## config.mk

```make
export PLATFORM = sky130hd
export DESIGN_NAME = mem_port_arbiter
export DESIGN_NICKNAME = d
export VERILOG_FILES = /design/src/rtl/mem_arb_pkg.sv /design/src/rtl/arb_pick.sv /design/src/rtl/mem_port_arbiter.sv
export SDC_FILE = /design/constraint.sdc
export NUM_CORES = 1
export LEC_CHECK = 0
export CORE_MARGIN = 4
export CORE_UTILIZATION = 43
export CTS_CLUSTER_SIZE = 28
export DETAILED_ROUTE_END_ITERATION = 8
export MAX_ROUTING_LAYER = met4
export PLACE_DENSITY = 0.95
export SYNTH_ARGS = -nofsm -noshare
export SYNTH_HDL_FRONTEND = slang
export SYNTH_SLANG_ARGS = --single-unit
```

## constraint.sdc

```tcl
create_clock -name clk -period 4 [get_ports clk]
set_input_delay 0.8 -clock clk [delete_from_list [all_inputs] [get_ports clk]]
set_output_delay 0.8 -clock clk [all_outputs]
set_load 0.02 [all_outputs]
```

## src/rtl/mem_arb_pkg.sv

```systemverilog
// Shared types and defaults for the fetch/data memory port arbiter.
package mem_arb_pkg;

  typedef enum logic [1:0] {IDLE, CMD, RDWAIT, RESP} arb_state_e;
  typedef enum logic {OWN_I, OWN_D} owner_e;

  localparam int unsigned STARVE_LIMIT_DEF = 4;

  // Width of a counter that must hold 0..limit, never narrower than one bit.
  function automatic int unsigned cnt_width(input int unsigned limit);
    int unsigned w;
    w = $clog2(limit + 1);
    if (w == 0) w = 1;
    return w;
  endfunction

endpackage

```

## src/rtl/arb_pick.sv

```systemverilog
// Fetch/data priority choice with an anti-starvation counter for pending fetches.
module arb_pick
  import mem_arb_pkg::*;
#(
  parameter int unsigned STARVE_LIMIT = STARVE_LIMIT_DEF,
  parameter int unsigned CNT_W        = cnt_width(STARVE_LIMIT)
) (
  input  logic             i_pend_i,
  input  logic             d_pend_i,
  input  logic [CNT_W-1:0] starve_cnt_i,
  output logic             grant_valid_o,
  output logic             grant_data_o,
  output logic [CNT_W-1:0] starve_cnt_o
);

  logic at_limit;

  assign at_limit = (starve_cnt_i == CNT_W'(STARVE_LIMIT));

  // Data wins as the older instruction unless the waiting fetch has hit its limit.
  always_comb begin
    grant_valid_o = i_pend_i | d_pend_i;
    grant_data_o  = 1'b0;
    starve_cnt_o  = starve_cnt_i;
    if (d_pend_i && !(i_pend_i && at_limit)) begin
      grant_data_o = 1'b1;
      if (i_pend_i && !at_limit) starve_cnt_o = starve_cnt_i + CNT_W'(1);
    end else if (i_pend_i) begin
      starve_cnt_o = '0;
    end
  end

endmodule

```

## src/rtl/mem_port_arbiter.sv

```systemverilog
// Serialises instruction fetch and load/store requests onto one memory bus,
// returning data with a one-cycle ready pulse and stalling the pipeline meanwhile.
module mem_port_arbiter
  import mem_arb_pkg::*;
#(
  parameter int unsigned ADDR_W       = 32,
  parameter int unsigned DATA_W       = 32,
  parameter int unsigned STARVE_LIMIT = STARVE_LIMIT_DEF
) (
  input  logic              clk,
  input  logic              reset_n,
  input  logic [ADDR_W-1:0] imem_addr_i,
  input  logic              imem_read_n_i,
  output logic [DATA_W-1:0] imem_data_o,
  output logic              imem_ready_o,
  input  logic              dmem_read_i,
  input  logic              dmem_write_i,
  input  logic [ADDR_W-1:0] dmem_addr_i,
  input  logic [DATA_W-1:0] dmem_wdata_i,
  output logic [DATA_W-1:0] dmem_rdata_o,
  output logic              dmem_ready_o,
  output logic              bus_req_o,
  output logic              bus_we_o,
  output logic [ADDR_W-1:0] bus_addr_o,
  output logic [DATA_W-1:0] bus_wdata_o,
  input  logic              bus_gnt_i,
  input  logic              bus_rvalid_i,
  input  logic [DATA_W-1:0] bus_rdata_i,
  output logic              stall_o,
  output logic              err_o
);

  localparam int unsigned CNT_W = cnt_width(STARVE_LIMIT);

  arb_state_e        state_q, state_d;
  owner_e            owner_q, owner_d;
  logic              we_q, we_d;
  logic [ADDR_W-1:0] addr_q, addr_d;
  logic [DATA_W-1:0] wdata_q, wdata_d;
  logic [CNT_W-1:0]  starve_cnt_q, starve_cnt_d;
  logic [DATA_W-1:0] imem_data_q, imem_data_d;
  logic [DATA_W-1:0] dmem_rdata_q, dmem_rdata_d;
  logic              bus_req_q, bus_req_d;
  logic              imem_ready_q, imem_ready_d;
  logic              dmem_ready_q, dmem_ready_d;
  logic              err_q, err_d;

  logic              i_pend, d_pend;
  logic              grant_valid, grant_data;
  logic [CNT_W-1:0]  starve_cnt_next;

  assign i_pend = ~imem_read_n_i;
  assign d_pend = dmem_read_i | dmem_write_i;

  arb_pick #(
    .STARVE_LIMIT (STARVE_LIMIT),
    .CNT_W        (CNT_W)
  ) u_arb_pick (
    .i_pend_i      (i_pend),
    .d_pend_i      (d_pend),
    .starve_cnt_i  (starve_cnt_q),
    .grant_valid_o (grant_valid),
    .grant_data_o  (grant_data),
    .starve_cnt_o  (starve_cnt_next)
  );

  always_ff @(posedge clk) begin
    if (!reset_n) state_q <= IDLE;
    else          state_q <= state_d;
  end

  always_comb begin
    state_d = state_q;
    unique case (state_q)
      IDLE:    if (grant_valid) state_d = CMD;
      CMD:     if (bus_gnt_i) state_d = we_q ? RESP : RDWAIT;
      RDWAIT:  if (bus_rvalid_i) state_d = RESP;
      RESP:    state_d = IDLE;
      default: state_d = IDLE;
    endcase
  end

  // Outputs are registered, so they are decoded from the next state.
  always_comb begin
    bus_req_d    = (state_d == CMD);
    imem_ready_d = (state_d == RESP) && (owner_q == OWN_I);
    dmem_ready_d = (state_d == RESP) && (owner_q == OWN_D);
  end

  always_comb begin
    owner_d      = owner_q;
    we_d         = we_q;
    addr_d       = addr_q;
    wdata_d      = wdata_q;
    starve_cnt_d = starve_cnt_q;
    imem_data_d  = imem_data_q;
    dmem_rdata_d = dmem_rdata_q;
    err_d        = err_q | (dmem_read_i & dmem_write_i);
    if (state_q == IDLE) begin
      starve_cnt_d = starve_cnt_next;
      if (grant_valid) begin
        owner_d = grant_data ? OWN_D : OWN_I;
        addr_d  = grant_data ? dmem_addr_i : imem_addr_i;
        we_d    = grant_data & dmem_write_i;
        wdata_d = dmem_wdata_i;
      end
    end
    if ((state_q == RDWAIT) && bus_rvalid_i) begin
      if (owner_q == OWN_I) imem_data_d  = bus_rdata_i;
      else                  dmem_rdata_d = bus_rdata_i;
    end
  end

  always_ff @(posedge clk) begin
    if (!reset_n) begin
      owner_q      <= OWN_I;
      we_q         <= 1'b0;
      addr_q       <= '0;
      wdata_q      <= '0;
      starve_cnt_q <= '0;
      imem_data_q  <= '0;
      dmem_rdata_q <= '0;
      bus_req_q    <= 1'b0;
      imem_ready_q <= 1'b0;
      dmem_ready_q <= 1'b0;
      err_q        <= 1'b0;
    end else begin
      owner_q      <= owner_d;
      we_q         <= we_d;
      addr_q       <= addr_d;
      wdata_q      <= wdata_d;
      starve_cnt_q <= starve_cnt_d;
      imem_data_q  <= imem_data_d;
      dmem_rdata_q <= dmem_rdata_d;
      bus_req_q    <= bus_req_d;
      imem_ready_q <= imem_ready_d;
      dmem_ready_q <= dmem_ready_d;
      err_q        <= err_d;
    end
  end

  assign imem_data_o  = imem_data_q;
  assign imem_ready_o = imem_ready_q;
  assign dmem_rdata_o = dmem_rdata_q;
  assign dmem_ready_o = dmem_ready_q;
  assign bus_req_o    = bus_req_q;
  assign bus_we_o     = we_q;
  assign bus_addr_o   = addr_q;
  assign bus_wdata_o  = wdata_q;
  assign err_o        = err_q;
  assign stall_o      = (i_pend & ~imem_ready_q) | (d_pend & ~dmem_ready_q);

endmodule

```

==> impl_metrics.tcl <==
set metrics [dict create \
    grt_first_pass_wirelength_um 27600 \
    std_cell_rows 40 \
    ys_seq_elements 139 \
    skew_ns 0.00674 \
    hold_buffers 0 \
    numCtsBuffers 17 \
    hpwl_um 12300 \
    clkPwrFrac_pct 41.9 \
    min_from "imem_data_o[2]" \
    relSlewSlack_pct 26.7 \
    dp.cells 1049 \
    power_density_nw_per_um2 450 \
    switching_share_pct 26.1 \
    maxCapViolations 0 \
    route.met3.wl_um 1940 \
    vias 5489 \
    status "complete, no violations" \
    dieWidth_um 120 \
    vdd_ir_drop_max_uv 305 \
    portBuffers 268 \
    die_area_um2 14400 \
    final_common_cell "clkdlybuf4s50_1" \
    drc 0 \
    drtIter0Drc 541 \
    crit_path_max_fanout 6 \
    firstDrtPassIters 5 \
    seq_power_share_pct 39.1 \
    period_share_pct 83.6 \
    io_pins 269 \
    grt_max_degree 139 \
    finalNonFillerCells 1081 \
    final_hold_viol_count 0 \
    htree_levels 4 \
    layout_common_cells "267 x clkdlybuf4s50_1, 230 x nand2_1, 139 x dfxtp_1" \
    worstSetupEndpointType "primary output" \
    postCtsSetupBuffers 0 \
    slew_viol_final 0 \
    ys_types 31 \
    fmax_mhz 299 \
    ant_nets 0 \
    drive_above_1_share_pct 5.04 \
    finalSetupViolCount 0 \
    r2r_start "state_q[0]" \
    grt_pass1_vias 5497 \
    cp.arrival_ns 2.54 \
    worst_ep_required_time_ns 3.20 \
    syn_nets 791 \
    seq_area_frac_synth_pct 51.6 \
    final.setup.tns_ns 0 \
    internal-power_w 0.00291 \
    avgSynthCellArea_um2 8.24 \
    top_layer "met4" \
    synth_top_area_cell "dfxtp_1" \
    worst_slew_pin_slew_ns 1.10 \
    clk_pin_slew_ns 0.05 \
    cts_tree "done" \
    hold_ws_ns 0.449 \
    syn_to_final_growth_pct 62.4 \
    seq_area_um2 2780 \
    yosys-top-cells-area "dfxtp_1 52%, nand2_1 16%, a21boi_0 12%" \
    m1WireLength_um 6820 \
    crit_path_start "dmem_write_i" \
    clock-sinks 139 \
    diodes 0 \
    synth-warning-count 0 \
    syn_inst 654 \
    gp_congestion 0.829 \
    routed_wl_um 17900 \
    post_drt_wl_per_cell_um 16.5 \
    start_kind "input port" \
    clockBufferDepth 2 \
    hp-class "reg -> reg" \
    final_net_count 1037 \
    switching_power_w 0.00103 \
    cts-root-buf "clkbuf_16" \
    synth_top_area_share_pct 51.6 \
    leakagePower_nw 3.14 \
    fin_crit_ns 3.34 \
    p_comb_share_pct 19.0 \
    die_height_um 120 \
    track_usage_pct 24.9 \
    syn_area_um2 5390 \
    clock_latency_ns 0.42 \
    vias_per_cell 5.08 \
    wl_met2_um 8690 \
    fill_cells 855 \
    start_util_pct 44.3 \
    antenna_found_initial 0 \
    grt-ovfl-total 0 \
    rsz0062_at_grt "no" \
    setup.worst_path.class "in -> out" \
    core_um2 12200 \
    multi_input_area_um2 2350 \
    cts_resized 0 \
]
## through the flow
step                      power (W)  cell area (µm²)  setup slack, ns  util [%]
after floorplan             0.00191             5390             1.91         -
after global placement      0.00229             8130            0.688      66.9
after detailed placement    0.00231             8130            0.648      66.9
after CTS                   0.00396             8750            0.648      72.0
after global routing        0.00409             8750            0.576      72.0
final                       0.00394             8750            0.656      72.0
## critical path, cell delays in order
cell and delay, ns:
clkdlybuf4s50_1 0.49, nor2_1 0.52, o22ai_1 0.16, clkdlybuf4s50_1 0.57
## cell usage after synthesis
library cell and count:
a211o_1 1, a21boi_0 88, a21boi_1 12, a21boi_2 1, a21o_1 1, a21oi_1 65, a31oi_1 1, a32oi_1 1
and2_1 2, and3b_1 1, and3b_2 1, buf_2 18, buf_4 10, buf_6 1, clkbuf_1 21, dfxtp_1 139
ha_1 2, inv_1 4, nand2_1 230, nand2b_1 2, nand3_1 2, nand3b_1 1, nor2_1 3, nor2b_1 5
nor3_1 2, nor3b_1 1, o21ai_0 35, o21ai_1 1, o22ai_1 1, or3_4 1, or4b_1 1
## area by class of cell
cell class              count  share of cell area, %
clock buffers              21                   5.15
clock inverters            11                   1.93
inverters                   4                  0.172
multi-input cells         461                   26.9
flip-flops and latches    139                   31.8
well taps                 168                   2.40
repair buffers            277                   31.7
## cell families (layout without fill, tap and decap cells)
| kind of cell | after synthesis | in the layout | synth area share, % |
|---|---|---|---|
| buffers and inverters | 54 | 313 | 5.02 |
| and+or+nand+nor | 252 | 252 | 18.7 |
| DFF | 139 | 139 | 51.6 |
| AOI/OAI and AO/OA | 207 | 207 | 24.2 |
| adders and majority gates | 2 | 2 | 0.464 |
## flip-flops by register name, indices dropped and copies added, names as in the netlist
register	cells
imem_data_o	32
err_o	1
state_q	2
dmem_rdata_o	32
imem_ready_o	1
bus_we_o	1
bus_wdata_o	32
starve_cnt_q	3
bus_addr_o	32
dmem_ready_o	1
bus_req_o	1
owner_q	1
## per-layer routing
metal / track usage (%) / vias to the layer above
met4: 7.80 / 0
met2: 41.0 / 289
met5: - / -
li1: - / 2647
met1: 27.4 / 2519
met3: 10.6 / 34
## worst paths after layout
check	end	slack [ns]	cells past startpoint
setup / recovery	stall_o	0.66	4
hold / removal	imem_data_o[2]	0.45	2
setup reg to reg	bus_addr_o[27]	1.96	5
hold reg to reg	imem_data_o[2]	0.45	2
## power groups by stage
stage               combinational (W)  sequential, W  clock, W
finish                       0.000748        0.00154   0.00165
global route                 0.000803        0.00155   0.00174
CTS                          0.000751        0.00154   0.00167
detailed placement           0.000743        0.00156         0
global placement             0.000732        0.00156         0
floorplan                    0.000239        0.00167         0
Power figures use the tool's default switching activity.
